[src/rtl/spi_master.sv]
// Mode-0 (CPOL=0, CPHA=0) MSB-first 8-bit SPI master with a valid/ready byte stream.
// SSEL stays asserted across bytes until one tagged last has been shifted out.
module spi_master #(
  parameter int unsigned CLK_DIV  = 8,
  parameter int unsigned CS_SETUP = 4,
  parameter int unsigned CS_HOLD  = 4,
  parameter int unsigned CS_IDLE  = 4
) (
  input  logic       clk,
  input  logic       rst_n,
  input  logic [7:0] tx_data,
  input  logic       tx_valid,
  input  logic       tx_last,
  output logic       tx_ready,
  output logic [7:0] rx_data,
  output logic       rx_valid,
  output logic       busy,
  output logic       SCK,
  output logic       MOSI,
  input  logic       MISO,
  output logic       SSEL
);

  localparam int unsigned CNT_W = 16;
  // The SCK low time before the first rise must also satisfy the half-period.
  localparam int unsigned LEAD = (CS_SETUP > CLK_DIV) ? CS_SETUP : CLK_DIV;
  localparam logic [CNT_W-1:0] LEAD_LD = CNT_W'(LEAD);
  localparam logic [CNT_W-1:0] DIV_LD  = CNT_W'(CLK_DIV);
  localparam logic [CNT_W-1:0] HOLD_LD = CNT_W'(CS_HOLD);
  localparam logic [CNT_W-1:0] IDLE_LD = CNT_W'(CS_IDLE);

  typedef enum logic [2:0] {CSIDLE, IDLE, SETUP, XFER, GAP, HOLD} state_t;

  state_t           state, state_nx;
  logic [CNT_W-1:0] cnt, cnt_nx;
  logic [2:0]       bit_cnt, bit_nx;
  logic             sck_r, sck_nx;
  logic             mosi_r, mosi_nx;
  logic             ssel_r, ssel_nx;
  logic [7:0]       rx_data_r, rx_data_nx;
  logic             rx_valid_r, rx_valid_nx;
  logic             busy_r;
  logic [6:0]       tx_shift, tx_shift_nx;
  logic [7:0]       rx_shift, rx_shift_nx;
  logic             last_r, last_nx;
  logic             miso_q1, miso_q2;
  logic             cnt_done, accept;

  // Counters are loaded with a cycle count and expire on the cycle they read 1.
  always_comb begin
    state_nx    = state;
    cnt_nx      = cnt;
    bit_nx      = bit_cnt;
    sck_nx      = sck_r;
    mosi_nx     = mosi_r;
    ssel_nx     = ssel_r;
    rx_data_nx  = rx_data_r;
    rx_valid_nx = 1'b0;
    tx_shift_nx = tx_shift;
    rx_shift_nx = rx_shift;
    last_nx     = last_r;
    tx_ready    = (state == IDLE) || (state == GAP);
    accept      = tx_valid && tx_ready;
    cnt_done    = (cnt <= CNT_W'(1));
    if (!cnt_done) cnt_nx = cnt - CNT_W'(1);

    case (state)
      CSIDLE: begin
        if (cnt_done) begin
          state_nx = IDLE;
          mosi_nx  = 1'b0;
        end
      end
      IDLE, GAP: begin
        if (accept) begin
          state_nx    = SETUP;
          ssel_nx     = 1'b0;
          mosi_nx     = tx_data[7];
          tx_shift_nx = tx_data[6:0];
          last_nx     = tx_last;
          cnt_nx      = (state == IDLE) ? LEAD_LD : DIV_LD;
        end
      end
      SETUP: begin
        if (cnt_done) begin
          state_nx    = XFER;
          sck_nx      = 1'b1;
          cnt_nx      = DIV_LD;
          rx_shift_nx = {rx_shift[6:0], miso_q2};
        end
      end
      XFER: begin
        if (cnt_done) begin
          cnt_nx = DIV_LD;
          if (!sck_r) begin
            sck_nx      = 1'b1;
            rx_shift_nx = {rx_shift[6:0], miso_q2};
          end else begin
            sck_nx = 1'b0;
            bit_nx = bit_cnt + 3'd1;
            if (bit_cnt == 3'd7) begin
              rx_data_nx  = rx_shift;
              rx_valid_nx = 1'b1;
              if (last_r) begin
                state_nx = HOLD;
                cnt_nx   = HOLD_LD;
              end else begin
                state_nx = GAP;
              end
            end else begin
              mosi_nx     = tx_shift[6];
              tx_shift_nx = {tx_shift[5:0], 1'b0};
            end
          end
        end
      end
      HOLD: begin
        if (cnt_done) begin
          state_nx = CSIDLE;
          ssel_nx  = 1'b1;
          cnt_nx   = IDLE_LD;
        end
      end
      default: state_nx = CSIDLE;
    endcase
  end

  always_ff @(posedge clk or negedge rst_n) begin
    if (!rst_n) begin
      state      <= CSIDLE;
      cnt        <= IDLE_LD;
      bit_cnt    <= 3'd0;
      sck_r      <= 1'b0;
      mosi_r     <= 1'b0;
      ssel_r     <= 1'b1;
      rx_data_r  <= 8'h00;
      rx_valid_r <= 1'b0;
      busy_r     <= 1'b0;
    end else begin
      state      <= state_nx;
      cnt        <= cnt_nx;
      bit_cnt    <= bit_nx;
      sck_r      <= sck_nx;
      mosi_r     <= mosi_nx;
      ssel_r     <= ssel_nx;
      rx_data_r  <= rx_data_nx;
      rx_valid_r <= rx_valid_nx;
      busy_r     <= (state_nx != IDLE);
    end
  end

  // Shift registers and the MISO synchronizer carry no control meaning.
  always_ff @(posedge clk) begin
    tx_shift <= tx_shift_nx;
    rx_shift <= rx_shift_nx;
    last_r   <= last_nx;
    miso_q1  <= MISO;
    miso_q2  <= miso_q1;
  end

  assign SCK      = sck_r;
  assign MOSI     = mosi_r;
  assign SSEL     = ssel_r;
  assign rx_data  = rx_data_r;
  assign rx_valid = rx_valid_r;
  assign busy     = busy_r;

endmodule

[config.mk]
export PLATFORM = sky130hd
export DESIGN_NAME = spi_master
export DESIGN_NICKNAME = d
export VERILOG_FILES = /design/src/rtl/spi_master.sv
export SDC_FILE = /design/constraint.sdc
export NUM_CORES = 1
export LEC_CHECK = 0
export ABC_AREA = 1
export ABC_CLOCK_PERIOD_IN_PS = 2800
export CAP_MARGIN = 10
export CORE_ASPECT_RATIO = 1.5
export CORE_MARGIN = 5
export CORE_UTILIZATION = 63
export DETAILED_ROUTE_END_ITERATION = 10
export DONT_BUFFER_PORTS = 1
export GPL_TIMING_DRIVEN = 0
export PLACE_DENSITY = 0.77
export RECOVER_POWER = 25
export SLEW_MARGIN = 40
export SYNTH_ARGS = -nofsm -noshare
export SYNTH_HDL_FRONTEND = slang
export SYNTH_SLANG_ARGS = --single-unit
[constraint.sdc]
create_clock -name clk -period 2.8 [get_ports clk]
set_input_delay 0.42 -clock clk [delete_from_list [all_inputs] [get_ports clk]]
set_output_delay 0.42 -clock clk [all_outputs]
set_load 0.05 [all_outputs]
==> run summary <==
The detail-routed net length per standard cell is 14.3 um. The post-route netlist has 17.5% of its cells at a drive strength greater than 1. The tools report the count of max-cap constraint violations as 1. In this run the tool buffered the top-level ports with 0 buffer cells. The congestion estimate from routability-driven global placement came to 0.872.

The region available for standard cell placement spans 4210 um^2. Across the VDD grid, the largest voltage drop is 0.427 mV. The smallest clock period supported by the final layout is computed as 2230 ps. For hold timing, the worst endpoint is miso_q1. The run gives 5 as the CTS buffer count. The top cell types in the final layout, fill and taps aside, are nand2_1 (103), nor2_1 (36), dfrtp_1 (33), inv_1 (17), edfxtp_1 (16). After legalization and detailed placement, the total HPWL measured 3.78 mm. For this design, the sink count on the clock tree is 53. The total nets after synthesis came out at 323. The run gives -9.39% as the worst-case headroom to the max-slew limit.

Counting the fill cells in the layout gives 337. Counting every instance in the synthesized netlist gives 305. The first global-routing pass estimated 8.91 mm of wire. For this design the static power due to leakage is 1.32 nW. The number of distinct standard cells referenced by the synthesized netlist is 39, and the largest driver fanout on the critical path is 10. At the end of the flow, the number of nets in the layout was 332. The setup path with the least slack is of type reg2reg.

Dividing the final minimum period by the clock period gives 79.8%. The run gives 0 as the overall overflow remaining after global route. For this design the ratio of total power to cell area is 435 nW/um^2.

Library cell used as clock root buffer: clkbuf_8. The final max-slew violation count was 36; the vertical extent of the die was 90.5 um. Count of pins on the block boundary: 27. For this block, the routed nets add up to 5.16 mm of wire. Compared with the post-synthesis result, the final layout area differs by 6.44%.

The first detailed-routing pass took 4 iterations. The synthesized netlist occupies a cell area of 2720 um^2. The origin of the critical flop-to-flop path was cnt[0]. Clock skew on the completed layout was measured at 6.39 ps. The setup TNS was 0 ps; the average instance area after synthesis was 8.92 um^2.

The number of antenna diodes in the final layout is 0. For the arrival time at the worst endpoint, the log shows 2220 ps. For the largest buffer count on any clock path, the log shows 2. The number of remaining DRC errors came out at 0. For this configuration, the core starts out at a cell density of 64.7%. The clock insertion delay at the later pin of the skew report is 310 ps, and the die footprint is 5760 um^2. The number of failing setup endpoints in the final timing report was 0; the average via count per standard cell was 5.36.

The share of synthesized area occupied by flip-flops and latches came out at 51.4%. After clock tree synthesis, the clock-pin slew on the worst setup and hold paths is 100 ps. The number of flip-flops and latches in the synthesized netlist came out at 53.

The run gives 0 as the total count of hold-check failures in the final report. The required time at the worst-slack endpoint is 2780 ps. STA classifies the critical path endpoint as a flop.

The routed via count came out at 1934. Setup repair after global routing left no endpoint under its margin. The tools report the remaining number of nets flagged by the antenna check after routing as 0. The H-tree generated during clock tree synthesis spans 2 levels. Row generation in the floorplan step produced 29 rows. Global routing used 19.2% of the available tracks across all layers. The run finished, with violations left. TritonCTS built the clock tree. The number of global-route vias before repair is 1909, and the floorplan die width is 63.7 um. The checks that failed: capacitance limit, slew limit. Yosys printed 0 warnings.

For this run, the top clock speed supported by timing is 448 MHz. For the pin with the worst max-slew slack, the measured transition is 1640 ps. The min-delay analysis places its worst path in the category in2reg.

Leaving out fill and tap cells, the most frequent cell in the layout is nand2_1. The first-iteration detailed-routing DRC count was 63; the final core area utilization was 68.8%. The startpoint identified for the worst hold timing path is MISO. The initial antenna violation count came out at 0. Measured in cells, the most critical reg-to-reg path has a length of 10. The cell depth of the worst hold path is 0, and the overall power is 1.26 mW.

Setup slack on the worst reg-to-reg path comes out at 570 ps. The post-CTS setup repair buffer count came out at 0. The startpoint class of the critical path is a flop.

The pin count of the biggest net entering global routing was 36. The worst register-to-register path ends at rx_shift[6].
worst max-delay path, cell delays in order, from the launching register on:
cell and delay (ps):
dfrtp_1 430, inv_1 150, ha_1 290, inv_2 50
nand2_1 60, nand2_1 60, nor2_2 170, nand2_4 100
buf_6 170, nor2_2 100, a31o_1 330
synthesized netlist by cell type:
master	instances	share of area, %
nand2_1	103	14
nor2_1	36	5.0
dfrtp_1	33	30
inv_1	17	2.3
edfxtp_1	16	18
nand3_1	10	1.8
nor3_2	9	3.3
inv_2	8	1.1
nor2_2	7	1.6
xor2_1	7	2.3
a21oi_1	5	0.92
ha_1	5	2.3
nand2_2	5	1.1
xnor2_1	5	1.6
nor3_1	4	0.74
o21ai_0	4	0.74
o21ai_1	3	0.55
a21oi_2	2	0.64
buf_6	2	0.83
dfstp_2	2	1.9
dfxtp_1	2	1.5
nand2_4	2	0.83
nor2_4	2	0.83
a21oi_4	1	0.60
a22o_1	1	0.32
a31o_1	1	0.32
buf_2	1	0.18
buf_4	1	0.28
clkinv_4	1	0.32
inv_4	1	0.23
nand3_4	1	0.64
nand3b_1	1	0.28
nand4_1	1	0.23
nor2_8	1	0.74
nor3b_1	1	0.28
nor4_1	1	0.23
o2111ai_1	1	0.32
o21ai_4	1	0.60
o31ai_1	1	0.28
kinds of logic after synthesis:
kind of cell / count (synthesis) / synth area share, %
simple gates: 184 / 31.9
buf+inv: 31 / 5.29
flops: 53 / 51.4
xor+xnor: 12 / 3.86
compound gates: 20 / 5.29
fa+ha+maj: 5 / 2.30
state kept, by name (all words and copies together) (netlist names):
signal    cells
rx_valid      1
SSEL          1
cnt          16
SCK           1
busy          1
tx_shift      7
bit_cnt       3
last_r        1
MOSI          1
miso_q2       1
miso_q1       1
rx_shift      8
rx_data       8
state         3
stage by stage:
| step | instance area (um^2) | setup WS [ps] | cells | hold slack [ps] |
|---|---|---|---|---|
| 2_1_floorplan | 2720 | 870 | 305 | 124 |
| 3_3_place_gp | 2780 | 563 | 351 | 125 |
| 3_5_place_dp | 2780 | 555 | 351 | 126 |
| 4_1_cts | 2900 | 537 | 361 | 124 |
| 5_1_grt | 2900 | 334 | 361 | 112 |
| 6_report | 2900 | 566 | 361 | 128 |
how the worst max path moves through the flow:
stage	start	end	slack (ps)	cells after the start
2_1_floorplan	cnt[0]	rx_shift[0]	870	10
3_3_place_gp	cnt[0]	rx_shift[4]	560	10
3_5_place_dp	cnt[0]	rx_shift[4]	550	10
4_1_cts	cnt[0]	rx_shift[7]	540	10
5_1_grt	rst_n	cnt[5]	330	2
6_report	cnt[0]	rx_shift[6]	570	10
routing by layer:
metal | vias up | share of wire [%] | GRT usage [%]
li1 | 987 | - | -
met3 | 12 | 3.2 | 3.49
met2 | 35 | 53 | 33.5
met1 | 900 | 41 | 23.2
met4 | 0 | 2.2 | 6.59
met5 | - | 0 | 0
repair_timing:
item / in CTS / in global routing
hold buffers: 2 / 0
gates resized for setup: 0 / 0
endpoints found under the hold margin: 35 / 0
endpoints found under the setup margin: 0 / 0
power by group:
part / switching [mW] / total (mW) / leakage [nW] / internal [mW]
Clock: 0.263 / 0.445 / 0.0423 / 0.182
Sequential: 0.000330 / 0.797 / 0.581 / 0.796
Combinational: 0.0130 / 0.0173 / 0.700 / 0.00427
final cells by class:
| type | instances | area (um^2) | area share (%) |
|---|---|---|---|
| Clock inverter | 3 | 26.3 | 0.907 |
| Buffer | 4 | 35.0 | 1.21 |
| Timing Repair Buffer | 2 | 22.5 | 0.778 |
| Multi-Input combinational cell | 221 | 1180 | 40.7 |
| Clock buffer | 5 | 68.8 | 2.38 |
| Sequential cell | 53 | 1400 | 48.3 |
| Tap cell | 46 | 57.6 | 1.99 |
| Inverter | 27 | 109 | 3.76 |
(Power assumes the default switching activity.)
